### config.mk
export PLATFORM = sky130hd
export DESIGN_NAME = wb_port_arbiter_flat
export DESIGN_NICKNAME = d
export VERILOG_FILES = /design/src/rtl/wb_port_arbiter_if.sv /design/src/rtl/wb_port_arbiter.sv /design/src/flat_wrapper.sv
export SDC_FILE = /design/constraint.sdc
export NUM_CORES = 1
export LEC_CHECK = 0
export ABC_AREA = 1
export BUFFER_PORTS_ARGS = -buffer_cell sky130_fd_sc_hd__buf_2
export CAP_MARGIN = 10
export CORE_MARGIN = 1.5
export CORE_UTILIZATION = 45
export DETAILED_ROUTE_END_ITERATION = 16
export GPL_TIMING_DRIVEN = 1
export PLACE_DENSITY = 0.78
export SYNTH_ARGS = -nofsm -noshare
export SYNTH_HDL_FRONTEND = slang
export SYNTH_SLANG_ARGS = --single-unit
### constraint.sdc
create_clock -name Clk -period 1.92 [get_ports Clk]
set_clock_uncertainty 0.1 [all_clocks]
set_input_delay 0.192 -clock Clk [delete_from_list [all_inputs] [get_ports Clk]]
set_output_delay 0.192 -clock Clk [all_outputs]
set_load 0.01 [all_outputs]
### src/rtl/wb_port_arbiter_if.sv
`default_nettype none
// ============================================================================
// Module      : wb_port_arbiter_if
// Description : Bundle of the two writeback requesters (A = pipeline
//               writeback, B = multi-cycle unit) and the register-file write
//               port produced by the arbiter.
//   master : requester/testbench side; drives valid/addr/data and observes
//            ready, the register-file write port and the status flags.
//   slave  : arbiter side.
// Revision    : 1.0 - initial release
// ============================================================================
interface wb_port_arbiter_if #(
    parameter int DATA_W = 32,
    parameter int ADDR_W = 5
);
    // Requester A
    logic              a_valid;
    logic              a_ready;
    logic [ADDR_W-1:0] a_addr;
    logic [DATA_W-1:0] a_data;
    // Requester B
    logic              b_valid;
    logic              b_ready;
    logic [ADDR_W-1:0] b_addr;
    logic [DATA_W-1:0] b_data;
    // Register-file write port and status
    logic              rf_we;
    logic [ADDR_W-1:0] rf_waddr;
    logic [DATA_W-1:0] rf_wdata;
    logic              sel_b;
    logic              b_forced;

    modport master (
        output a_valid, a_addr, a_data,
        output b_valid, b_addr, b_data,
        input  a_ready, b_ready,
        input  rf_we, rf_waddr, rf_wdata, sel_b, b_forced
    );

    modport slave (
        input  a_valid, a_addr, a_data,
        input  b_valid, b_addr, b_data,
        output a_ready, b_ready,
        output rf_we, rf_waddr, rf_wdata, sel_b, b_forced
    );
endinterface
`default_nettype wire

### src/rtl/wb_port_arbiter.sv
`default_nettype none
// ============================================================================
// Module      : wb_port_arbiter
// Description : Arbitrates the single register-file write port between the
//               pipeline writeback (A, priority) and the multi-cycle unit (B).
//               B may be refused at most MAX_WAIT consecutive cycles; it is
//               then force-granted for one cycle while A is stalled.
//               The write port is registered (one cycle after the transfer).
// Ports       : Clk    - clock, rising edge
//               Rst_n  - asynchronous active-low reset
//               bus    - requester handshakes + register-file write port
// Revision    : 1.0 - initial release
// ============================================================================
module wb_port_arbiter #(
    parameter int DATA_W   = 32,
    parameter int ADDR_W   = 5,
    parameter int MAX_WAIT = 4      // legal 1..15
) (
    input  wire logic          Clk,
    input  wire logic          Rst_n,
    wb_port_arbiter_if.slave   bus
);

    typedef enum logic [0:0] {
        ST_NORMAL  = 1'b0,
        ST_FORCE_B = 1'b1
    } state_t;

    localparam logic [3:0] c_wait_max  = 4'(MAX_WAIT);
    localparam logic [3:0] c_wait_last = 4'(MAX_WAIT - 1);

    state_t            state_q,    state_d;
    logic [3:0]        wait_cnt_q, wait_cnt_d;
    logic              rf_we_q,    rf_we_d;
    logic [ADDR_W-1:0] rf_waddr_q, rf_waddr_d;
    logic [DATA_W-1:0] rf_wdata_q, rf_wdata_d;
    logic              sel_b_q,    sel_b_d;

    logic w_a_ready;
    logic w_b_ready;
    logic w_a_xfer;
    logic w_b_xfer;

    // ------------------------------------------------------------------
    // Next-state, handshake and write-port logic
    // ------------------------------------------------------------------
    always_comb begin
        state_d    = state_q;
        wait_cnt_d = wait_cnt_q;
        rf_we_d    = 1'b0;
        rf_waddr_d = rf_waddr_q;
        rf_wdata_d = rf_wdata_q;
        sel_b_d    = sel_b_q;

        // Ready depends only on state and the other requester's valid,
        // never on a requester's own addr/data.
        if (state_q == ST_FORCE_B) begin
            w_a_ready = 1'b0;
            w_b_ready = 1'b1;
        end else begin
            w_a_ready = 1'b1;
            w_b_ready = !bus.a_valid;
        end

        w_a_xfer = bus.a_valid && w_a_ready;
        w_b_xfer = bus.b_valid && w_b_ready;

        case (state_q)
            ST_NORMAL: begin
                if (w_b_xfer) begin
                    wait_cnt_d = 4'd0;
                end else if (bus.b_valid) begin
                    // B refused this cycle
                    if (wait_cnt_q < c_wait_max) begin
                        wait_cnt_d = wait_cnt_q + 4'd1;
                    end
                    if (wait_cnt_q == c_wait_last) begin
                        state_d = ST_FORCE_B;
                    end
                end
            end
            ST_FORCE_B: begin
                // B holds valid, so this transfer happens on the first
                // FORCE_B cycle; otherwise keep waiting in FORCE_B.
                if (w_b_xfer) begin
                    state_d    = ST_NORMAL;
                    wait_cnt_d = 4'd0;
                end
            end
            default: begin
                state_d    = ST_NORMAL;
                wait_cnt_d = 4'd0;
            end
        endcase

        // A and B transfers are mutually exclusive by construction.
        // Register 0 writes complete the handshake but never strobe rf_we.
        if (w_a_xfer) begin
            rf_we_d    = (bus.a_addr != '0);
            rf_waddr_d = bus.a_addr;
            rf_wdata_d = bus.a_data;
            sel_b_d    = 1'b0;
        end else if (w_b_xfer) begin
            rf_we_d    = (bus.b_addr != '0);
            rf_waddr_d = bus.b_addr;
            rf_wdata_d = bus.b_data;
            sel_b_d    = 1'b1;
        end
    end

    // ------------------------------------------------------------------
    // State and output registers
    // ------------------------------------------------------------------
    always_ff @(posedge Clk or negedge Rst_n) begin
        if (!Rst_n) begin
            state_q    <= ST_NORMAL;
            wait_cnt_q <= 4'd0;
            rf_we_q    <= 1'b0;
            rf_waddr_q <= '0;
            rf_wdata_q <= '0;
            sel_b_q    <= 1'b0;
        end else begin
            state_q    <= state_d;
            wait_cnt_q <= wait_cnt_d;
            rf_we_q    <= rf_we_d;
            rf_waddr_q <= rf_waddr_d;
            rf_wdata_q <= rf_wdata_d;
            sel_b_q    <= sel_b_d;
        end
    end

    assign bus.a_ready  = w_a_ready;
    assign bus.b_ready  = w_b_ready;
    assign bus.rf_we    = rf_we_q;
    assign bus.rf_waddr = rf_waddr_q;
    assign bus.rf_wdata = rf_wdata_q;
    assign bus.sel_b    = sel_b_q;
    assign bus.b_forced = (state_q == ST_FORCE_B);

endmodule
`default_nettype wire

### src/flat_wrapper.sv
// flat-port wrapper written by rule: the top's interface ports become plain ports
module wb_port_arbiter_flat 
#(
    parameter int DATA_W   = 32,
    parameter int ADDR_W   = 5,
    parameter int MAX_WAIT = 4                    
)
  (Clk, Rst_n, bus_a_valid, bus_a_addr, bus_a_data, bus_b_valid, bus_b_addr, bus_b_data, bus_a_ready, bus_b_ready, bus_rf_we, bus_rf_waddr, bus_rf_wdata, bus_sel_b, bus_b_forced);
  wb_port_arbiter_if #(.DATA_W(DATA_W), .ADDR_W(ADDR_W)) bus_i ();
  input  wire logic Clk;
  input  wire logic Rst_n;
  input wire logic [$bits(bus_i.a_valid)-1:0] bus_a_valid;
  input wire logic [$bits(bus_i.a_addr)-1:0] bus_a_addr;
  input wire logic [$bits(bus_i.a_data)-1:0] bus_a_data;
  input wire logic [$bits(bus_i.b_valid)-1:0] bus_b_valid;
  input wire logic [$bits(bus_i.b_addr)-1:0] bus_b_addr;
  input wire logic [$bits(bus_i.b_data)-1:0] bus_b_data;
  output wire logic [$bits(bus_i.a_ready)-1:0] bus_a_ready;
  output wire logic [$bits(bus_i.b_ready)-1:0] bus_b_ready;
  output wire logic [$bits(bus_i.rf_we)-1:0] bus_rf_we;
  output wire logic [$bits(bus_i.rf_waddr)-1:0] bus_rf_waddr;
  output wire logic [$bits(bus_i.rf_wdata)-1:0] bus_rf_wdata;
  output wire logic [$bits(bus_i.sel_b)-1:0] bus_sel_b;
  output wire logic [$bits(bus_i.b_forced)-1:0] bus_b_forced;
  assign bus_i.a_valid = bus_a_valid;
  assign bus_i.a_addr = bus_a_addr;
  assign bus_i.a_data = bus_a_data;
  assign bus_i.b_valid = bus_b_valid;
  assign bus_i.b_addr = bus_b_addr;
  assign bus_i.b_data = bus_b_data;
  assign bus_a_ready = bus_i.a_ready;
  assign bus_b_ready = bus_i.b_ready;
  assign bus_rf_we = bus_i.rf_we;
  assign bus_rf_waddr = bus_i.rf_waddr;
  assign bus_rf_wdata = bus_i.rf_wdata;
  assign bus_sel_b = bus_i.sel_b;
  assign bus_b_forced = bus_i.b_forced;
  wb_port_arbiter #(.DATA_W(DATA_W), .ADDR_W(ADDR_W), .MAX_WAIT(MAX_WAIT)) u_core (.Clk(Clk), .Rst_n(Rst_n), .bus(bus_i));
endmodule
==> metrics.yaml, run 1 <==
outcome: "completed"
cp.arrival_ps: 1400
num_vias: 2159
fin_crit_sh_pct: 88.1
row_count: 26
syn_inst: 249
ir_drop_v: 0.000432
antenna_cells: 0
setup.worst_path.start: "u_core.bus.b_forced"
layout.nets: 440
max_freq_ghz: 0.591
gr-total-overflow: 0
antenna_found_initial: 0
share_seq_of_total_power_pct: 51.3
wl_per_cell_um: 13.2
synth_top_family_by_area: "simple AND/OR/NAND/NOR gates"
grt_max_degree: 44
mostFrequentLayoutCells: "119 x buf_2, 73 x nand3_1, 47 x nand2_1"
rsz0062_at_grt: "false"
hp-start: "bus_a_data[22]"
r2r_cells: 5
h-tree-depth: 2
final_hold_viol_count: 0
cts_tree: "yes"
firstDrtPassIters: 4
grt_first_pass_wirelength_mm: 8.95
post-dp-hpwl_mm: 3.96
cts_num_sinks: 44
grt_usage_pct: 20.7
dieArea_mm2: 0.00573
post-cts-setup-buffer-count: 0
ys_seq_area_share_pct: 46.3
synth_ff_type: "dfrtp_1"
insertion_delay_ps: 290
synth_area_mm2: 0.00238
dieWidth_um: 75.7
critPathKind: "register to output port"
path_clk_slew_ps: 70
start_util_pct: 46.5
end_kind: "output port"
multiInputGateArea_mm2: 0.00105
totalPowerFinal_uw: 2080
crit_path_start_kind: "register"
layout-drive-gt1-share_pct: 49.6
area.growth.synth_to_final_pct: 26.6
setup_viol: 0
synth_simple_gate_area_share_pct: 43.7
drv_slew: 0
num-fill-cells: 477
avgSynthCellArea_um2: 9.54
synth_adder_area_share_pct: 0.527
min_path_type: "input pin to register"
core_mm2: 0.00511
p_per_area_mw_per_mm2: 692
cts_made_buffers: 5
p_leak_uw: 0.00156
final_common_cell: "buf_2"
drv_cap: 0
clockRootBuffer: "clkbuf_8"
synth_mux_area_share_pct: 0
synth-seq-cells: 44
synth_compound_area_share_pct: 0
fin_util_pct: 58.9
async_flop_share_pct: 100
drt-initial-drc-count: 83
synth.distinct_cells: 18
wl_mm: 5.65
crit_fanout: 34
reg2reg_from: "u_core.bus.b_forced"
viasPerCell: 5.03
synth_warnings: 0
hold_depth: 3
switchingPower_uw: 619
power_frac_comb_pct: 23.8
reg2reg_slack_ps: 340
ioPinCount: 120
final.setup.tns_ps: 0
clockPowerShare_pct: 24.9
synthesis.nets: 328
antenna_left: 0
swShare_pct: 29.7
die_h_um: 75.7
drc: 0
finalWeightedCongestion: 0.827
p_int_uw: 1460
relSlewSlack_pct: 49.8
min_to: "u_core.bus.rf_wdata[22]"
seq_area_mm2: 0.00110
cts_buffer_depth: 2
worstPathRequired_ps: 1630
synthXorXnorAreaFrac_pct: 0
fin_crit_ps: 1690
reg2reg_to: "u_core.bus.rf_wdata[25]"
synth_edf_count: 0
worst_slew_pin_slew_ps: 754
grt_pass1_vias: 2045
numPortBuffers: 119
[power by group through the flow]
stage	clock, µW	sequential (µW)	combinational (µW)
4_1_cts	537	1070	502
6_report	519	1070	494
2_1_floorplan	0	1130	246
3_5_place_dp	0	1080	500
5_1_grt	577	1080	555
3_3_place_gp	0	1080	488
[worst max-delay path: stages (launching register included)]
cell	delay (ps)
dfrtp_1	440
inv_2	70
nand2_4	360
buf_2	220
[per-layer routing]
metal | wire length, µm | up-vias | global-route usage [%]
met5 | 0 | - | 0
met4 | 103 | 0 | 8.93
met3 | 274 | 10 | 4.89
met2 | 2810 | 60 | 36.1
met1 | 2460 | 1018 | 24.3
li1 | - | 1071 | -
[layout make-up]
class | count | share of cell area [%]
clock buffers | 5 | 2.29
inverters | 7 | 0.873
multi-input cells | 177 | 34.9
flip-flops and latches | 44 | 36.6
well taps | 70 | 2.91
repair buffers | 126 | 22.5
[worst max-delay path by stage]
stage | to | cells after the start
3_3_place_gp | u_core.bus.rf_wdata[20] | 5
4_1_cts | bus_b_ready | 3
5_1_grt | bus_b_ready | 3
3_5_place_dp | u_core.bus.rf_wdata[25] | 5
2_1_floorplan | u_core.bus.rf_wdata[17] | 6
6_report | bus_b_ready | 3
[Yosys cell counts (2+ instances only)]
cell     instances  share of area (%)
dfrtp_1         44                 46
inv_1            3               0.47
buf_2           10                2.1
buf_6            2               0.95
nand2_1         47                7.4
buf_12           5                4.2
nand3_1         73                 15
nand3_2         41                 17
nor2_1           8                1.3
nand4_1          3               0.79
buf_4            3               0.95
inv_2            4               0.63
[per-stage QoR]
stage          area, µm²  setup WS (ps)  std cells  hold slack, ps
2_1_floorplan       2380            670        249            -204
3_3_place_gp        2930            425        423             104
3_5_place_dp        2930            362        423             114
4_1_cts             3010            217        429            9.32
5_1_grt             3010            126        429            17.6
6_report            3010            228        429            12.1
[flip-flops by register name, summed over array words and instances (netlist names)]
register             flops
u_core.bus.b_forced      1
u_core.bus.rf_wdata     32
u_core.wait_cnt_q        4
u_core.bus.rf_we         1
u_core.bus.sel_b         1
u_core.bus.rf_waddr      5
[cell families (layout without fill, tap and decap cells)]
group / after synthesis / count (layout)
adder cells (fa/ha/maj): 1 / 1
buffers and inverters: 28 / 138
flip-flops: 44 / 44
AND/OR/NAND/NOR: 176 / 176
[what timing repair did]
item                      in CTS  in global routing
hold buffers                   1                  0
hold endpoints to repair      22                  0
resized for setup              0                  0
Note: power is estimated with default switching activity, not from simulation.
==> inputs of run 2 (changes only) <==
Settings changed: PLACE_DENSITY 0.78 to 0.81.
==> metrics.yaml, run 2 (synthesized netlist as in run 1, its figures left out) <==
start_util_pct: 46.5  # unchanged
crit_path_start_kind: "register"
final.setup.tns_ps: 0  # unchanged
p_leak_uw: 0.00159  # +1.7%
final_common_cell: "buf_2"
r2r_cells: 5  # unchanged
die_h_um: 75.7  # unchanged
dieArea_mm2: 0.00573  # unchanged
drc: 0  # unchanged
layout-drive-gt1-share_pct: 50.5  # +0.96 points
num_vias: 2199  # +1.9%
gr-total-overflow: 0  # unchanged
core_mm2: 0.00511  # unchanged
mostFrequentLayoutCells: "119 x buf_2, 73 x nand3_1, 47 x nand2_1"
antenna_found_initial: 0  # unchanged
met1_usage_pct: 26.0  # +1.7 points
worst_slew_pin_slew_ps: 349  # -404 ps
cp.arrival_ps: 1260  # -140 ps
min_path_type: "input pin to register"
numPortBuffers: 119  # unchanged
post-dp-hpwl_mm: 4.39  # +11%
wl_mm: 5.86  # +3.8%
fin_crit_sh_pct: 80.9  # -7.2 points
insertion_delay_ps: 300  # about the same
dieWidth_um: 75.7  # unchanged
grt_first_pass_wirelength_mm: 9.52  # +6.3%
drv_cap: 0  # unchanged
area.growth.synth_to_final_pct: 28.2
firstDrtPassIters: 4  # unchanged
critPathKind: "register to output port"
end_kind: "output port"
outcome: "completed"
ioPinCount: 120  # unchanged
worstPathRequired_ps: 1630  # about the same
h-tree-depth: 2  # unchanged
wl_per_cell_um: 13.4  # +2.2%
viasPerCell: 5.04  # +0.22%
clockRootBuffer: "clkbuf_8"
final_hold_viol_count: 0  # unchanged
path_clk_slew_ps: 90  # +20 ps
hold_depth: 3  # unchanged
max_freq_ghz: 0.644  # +9.0%
fin_crit_ps: 1550  # -139 ps
hold-worst-slack_ps: 5.31  # -6.81 ps
share_seq_of_total_power_pct: 49.9  # -1.4 points
cts_num_sinks: 44  # unchanged
swShare_pct: 30.8  # +1.1 points
grt_usage_pct: 21.9  # +1.2 points
post-cts-setup-buffer-count: 0  # unchanged
p_int_uw: 1480  # +1.4%
met2_usage_pct: 39.5  # +3.4 points
power_frac_comb_pct: 23.1  # -0.7 points
drv_slew: 0  # unchanged
rsz0062_at_grt: "false"
clockPowerShare_pct: 26.9  # +2.0 points
row_count: 26  # unchanged
largest_register_ffs: 32  # unchanged
p_per_area_mw_per_mm2: 704  # +1.8%
switchingPower_uw: 661  # +6.9%
cts_tree: "yes"
cts_buffer_depth: 2  # unchanged
drt-initial-drc-count: 88  # +6.0%
busiest_layer: "met2"
layout.nets: 444  # +0.91%
grt_max_degree: 25  # -43%
grt_pass1_vias: 2115  # +3.4%
use_met3_pct: 4.76  # -0.13 points
crit_fanout: 22  # -35%
finalWeightedCongestion: 0.857  # +3.6%
relSlewSlack_pct: 76.7  # +27 points
cts_made_buffers: 5  # unchanged
ir_drop_v: 0.000358  # -17%
setup_viol: 0  # unchanged
antenna_cells: 0  # unchanged
antenna_left: 0  # unchanged
[run 2: cell types whose count changed in the layout (fill, tap and decap cells not counted)]
cell,delta
buf_4,+5
buf_12,-1
clkinv_2,+2
clkinv_4,+1
[run 2: power groups by stage]
stage                     logic [µW]  registers [µW]  clock network, µW
final                            497            1070                577
after CTS                        506            1070                594
after floorplan                  246            1130                  0
after global placement           492            1090                  0
after detailed placement         504            1090                  0
after global routing             557            1080                633
[run 2: worst paths after layout]
| kind | start | to | slack (ps) |
|---|---|---|---|
| max reg2reg | u_core.bus.b_forced | u_core.bus.rf_wdata[13] | 420 |
| min reg2reg | u_core.wait_cnt_q[2] | u_core.wait_cnt_q[2] | 400 |
| max | u_core.bus.b_forced | bus_b_ready | 370 |
| max in group asynchronous | Rst_n | u_core.bus.rf_wdata[17] | 940 |
| min | bus_a_data[21] | u_core.bus.rf_wdata[21] | 5 |
| min in group asynchronous | Rst_n | u_core.bus.rf_wdata[20] | 230 |
[run 2: repair_timing]
action,4_1_cts,5_1_grt
hold buffers,1,0
endpoints found under the hold margin,12,0
resized for setup,0,0
[run 2: final cells by class]
cell class              instances  area, µm²
flip-flops and latches         44       1100
multi-input cells             177       1050
fillers                       470       2060
well taps                      70       87.6
inverters                       7       26.3
clock buffers                   5       68.8
repair buffers                130        693
clock inverters                 3       18.8
[run 2: per-stage QoR]
stage          instance area (µm²)  util, %  setup WS, ps  instances  power (µW)
2_1_floorplan                 2380        -           670        249        1370
3_3_place_gp                  2950     57.7           517        427        1580
6_report                      3050     59.6           367        436        2150
3_5_place_dp                  2950     57.7           456        427        1590
5_1_grt                       3050     59.6           279        436        2270
4_1_cts                       3050     59.6           349        436        2170
[run 2: critical path, stage by stage, from the launching register on]
cell	delay (ps)
dfrtp_1	440
inv_2	80
nand2_4	240
buf_2	200
[run 2: routing by layer]
layer	vias up	wire length, µm
li1	1077	-
met1	1039	2370
met2	73	3070
met3	10	333
met4	0	94
met5	-	0
==> inputs of run 3 (changes only) <==
Clock period 1.92 ns to 1.6 ns, I/O delays scaled along.
==> metrics.yaml, run 3 (synthesized netlist as in run 1, its figures left out) <==
rsz0062_at_grt: "false"
relSlewSlack_pct: 72.2  # -4.5 points
crit_path_start_kind: "register"
largest_register_ffs: 32  # unchanged
critPathKind: "register to output port"
cts_num_sinks: 44  # unchanged
max_freq_ghz: 0.666
mostFrequentLayoutCells: "119 x buf_2, 73 x nand3_1, 66 x dlygate4sd3_1"
drv_cap: 0  # unchanged
final_hold_viol_count: 0  # unchanged
wl_per_cell_um: 14.8  # +9.8%
fin_area_mm2: 0.00375  # +23%
drt-initial-drc-count: 144  # +64%
multiInputGateArea_mm2: 0.00105  # unchanged
grt_usage_pct: 25.3  # +3.4 points
core_mm2: 0.00511  # unchanged
post-dp-hpwl_mm: 4.08  # -7.1%
gr-total-overflow: 0  # unchanged
h-tree-depth: 2  # unchanged
final.setup.tns_ps: 0  # unchanged
wl_met2_mm: 4.08  # +33%
totalPowerFinal_uw: 2890  # +35%
cp.arrival_ps: 1240  # -20 ps
dieWidth_um: 75.7  # unchanged
path_clk_slew_ps: 100  # about the same
antenna_left: 0  # unchanged
ir_drop_v: 0.000644  # +80%
num_vias: 2528  # +15%
cts.repair.resized: 0  # unchanged
top_layer: "met4"
clockRootBuffer: "clkbuf_8"
grt_max_degree: 55  # +120%
row_count: 26  # unchanged
cts_hold_buffers: 66  # +65
p_leak_uw: 0.00187  # +18%
seq_area_mm2: 0.00110  # unchanged
drv_slew: 0  # unchanged
antenna_cells: 0  # unchanged
cts_buffer_depth: 2  # unchanged
wl_mm: 7.37  # +26%
numPortBuffers: 119  # unchanged
final_common_cell: "buf_2"
p_per_area_mw_per_mm2: 770  # +9.4%
fin_crit_sh_pct: 93.9
hold-worst-slack_ps: 20.1  # +14.8 ps
fin_crit_ps: 1500
firstDrtPassIters: 4  # unchanged
drc: 0  # unchanged
viasPerCell: 5.07  # +0.45%
end_kind: "output port"
start_util_pct: 46.5  # unchanged
drt-met1-wl_mm: 2.78  # +18%
cts_made_buffers: 5  # unchanged
setup_viol: 0  # unchanged
die_h_um: 75.7  # unchanged
wl_met3_um: 351  # +5.4%
ioPinCount: 120  # unchanged
num-fill-cells: 373  # -21%
worstPathRequired_ps: 1340  # -290 ps
post-cts-setup-buffer-count: 0  # unchanged
placed_area_mm2: 0.00298  # +1.2%
finalWeightedCongestion: 0.789  # -7.9%
outcome: "completed"
worst_slew_pin_slew_ps: 417  # +67.6 ps
grt_pass1_vias: 2410  # +14%
antenna_found_initial: 0  # unchanged
grt_first_pass_wirelength_mm: 10.8  # +14%
min_path_type: "input pin to register"
crit_fanout: 22  # unchanged
insertion_delay_ps: 300  # about the same
dieArea_mm2: 0.00573  # unchanged
cts_tree: "yes"
layout-drive-gt1-share_pct: 42.7  # -7.9 points
area.growth.synth_to_final_pct: 58.0
layout.nets: 507  # +14%
run 3: cell types whose count changed in the layout (fill, tap and decap cells not counted), sizes merged:
| cell | delta |
|---|---|
| dlygate4sd3 | +65 |
| buf | -2 |
| clkinv | -2 |
| bufinv | +1 |
| clkinvlp | +1 |
run 3: where the power goes:
part	switching (µW)	internal [µW]	total [µW]	leakage [µW]
Combinational	382	371	754	0.00128
Sequential	65.8	1220	1290	0.000540
Clock	390	462	852	0.0000541
run 3: final cells by class:
class | count | share of cell area, %
Inverter | 7 | 0.700
Multi-Input combinational cell | 177 | 28.0
Clock inverter | 3 | 1.13
Tap cell | 70 | 2.33
Timing Repair Buffer | 193 | 36.7
Clock buffer | 5 | 1.83
Sequential cell | 44 | 29.3
run 3: final timing paths:
path | startpoint | end | slack (ps) | cells after the start
max in group asynchronous | Rst_n | u_core.bus.rf_wdata[4] | 670 | 3
worst min-delay path | bus_b_data[10] | u_core.bus.rf_wdata[10] | 20 | 3
worst min register to register | u_core.wait_cnt_q[2] | u_core.wait_cnt_q[2] | 400 | 2
min in group asynchronous | Rst_n | u_core.bus.rf_wdata[22] | 220 | 2
worst max register to register | u_core.bus.b_forced | u_core.bus.rf_waddr[2] | 270 | 5
worst max-delay path | u_core.bus.b_forced | bus_b_ready | 100 | 4
run 3: worst max-delay path, stage by stage (launching register included):
cell and delay (ps):
dfrtp_1 460, inv_2 70, nand2_4 90, buf_12 170
buf_2 150
run 3: metrics by stage:
step                utilization (%)  setup WS [ps]  cells
floorplan                         -            350    249
global placement               58.4            389    425
detailed placement             58.4            333    425
CTS                            73.5           79.7    499
global route                   73.5           19.2    499
finish                         73.5           97.5    499
run 3: layer usage:
metal,up-vias,GRT usage [%]
met2,108,47.7
met3,16,4.23
met4,0,10.7
met1,1191,27.8
met5,-,0
li1,1213,-
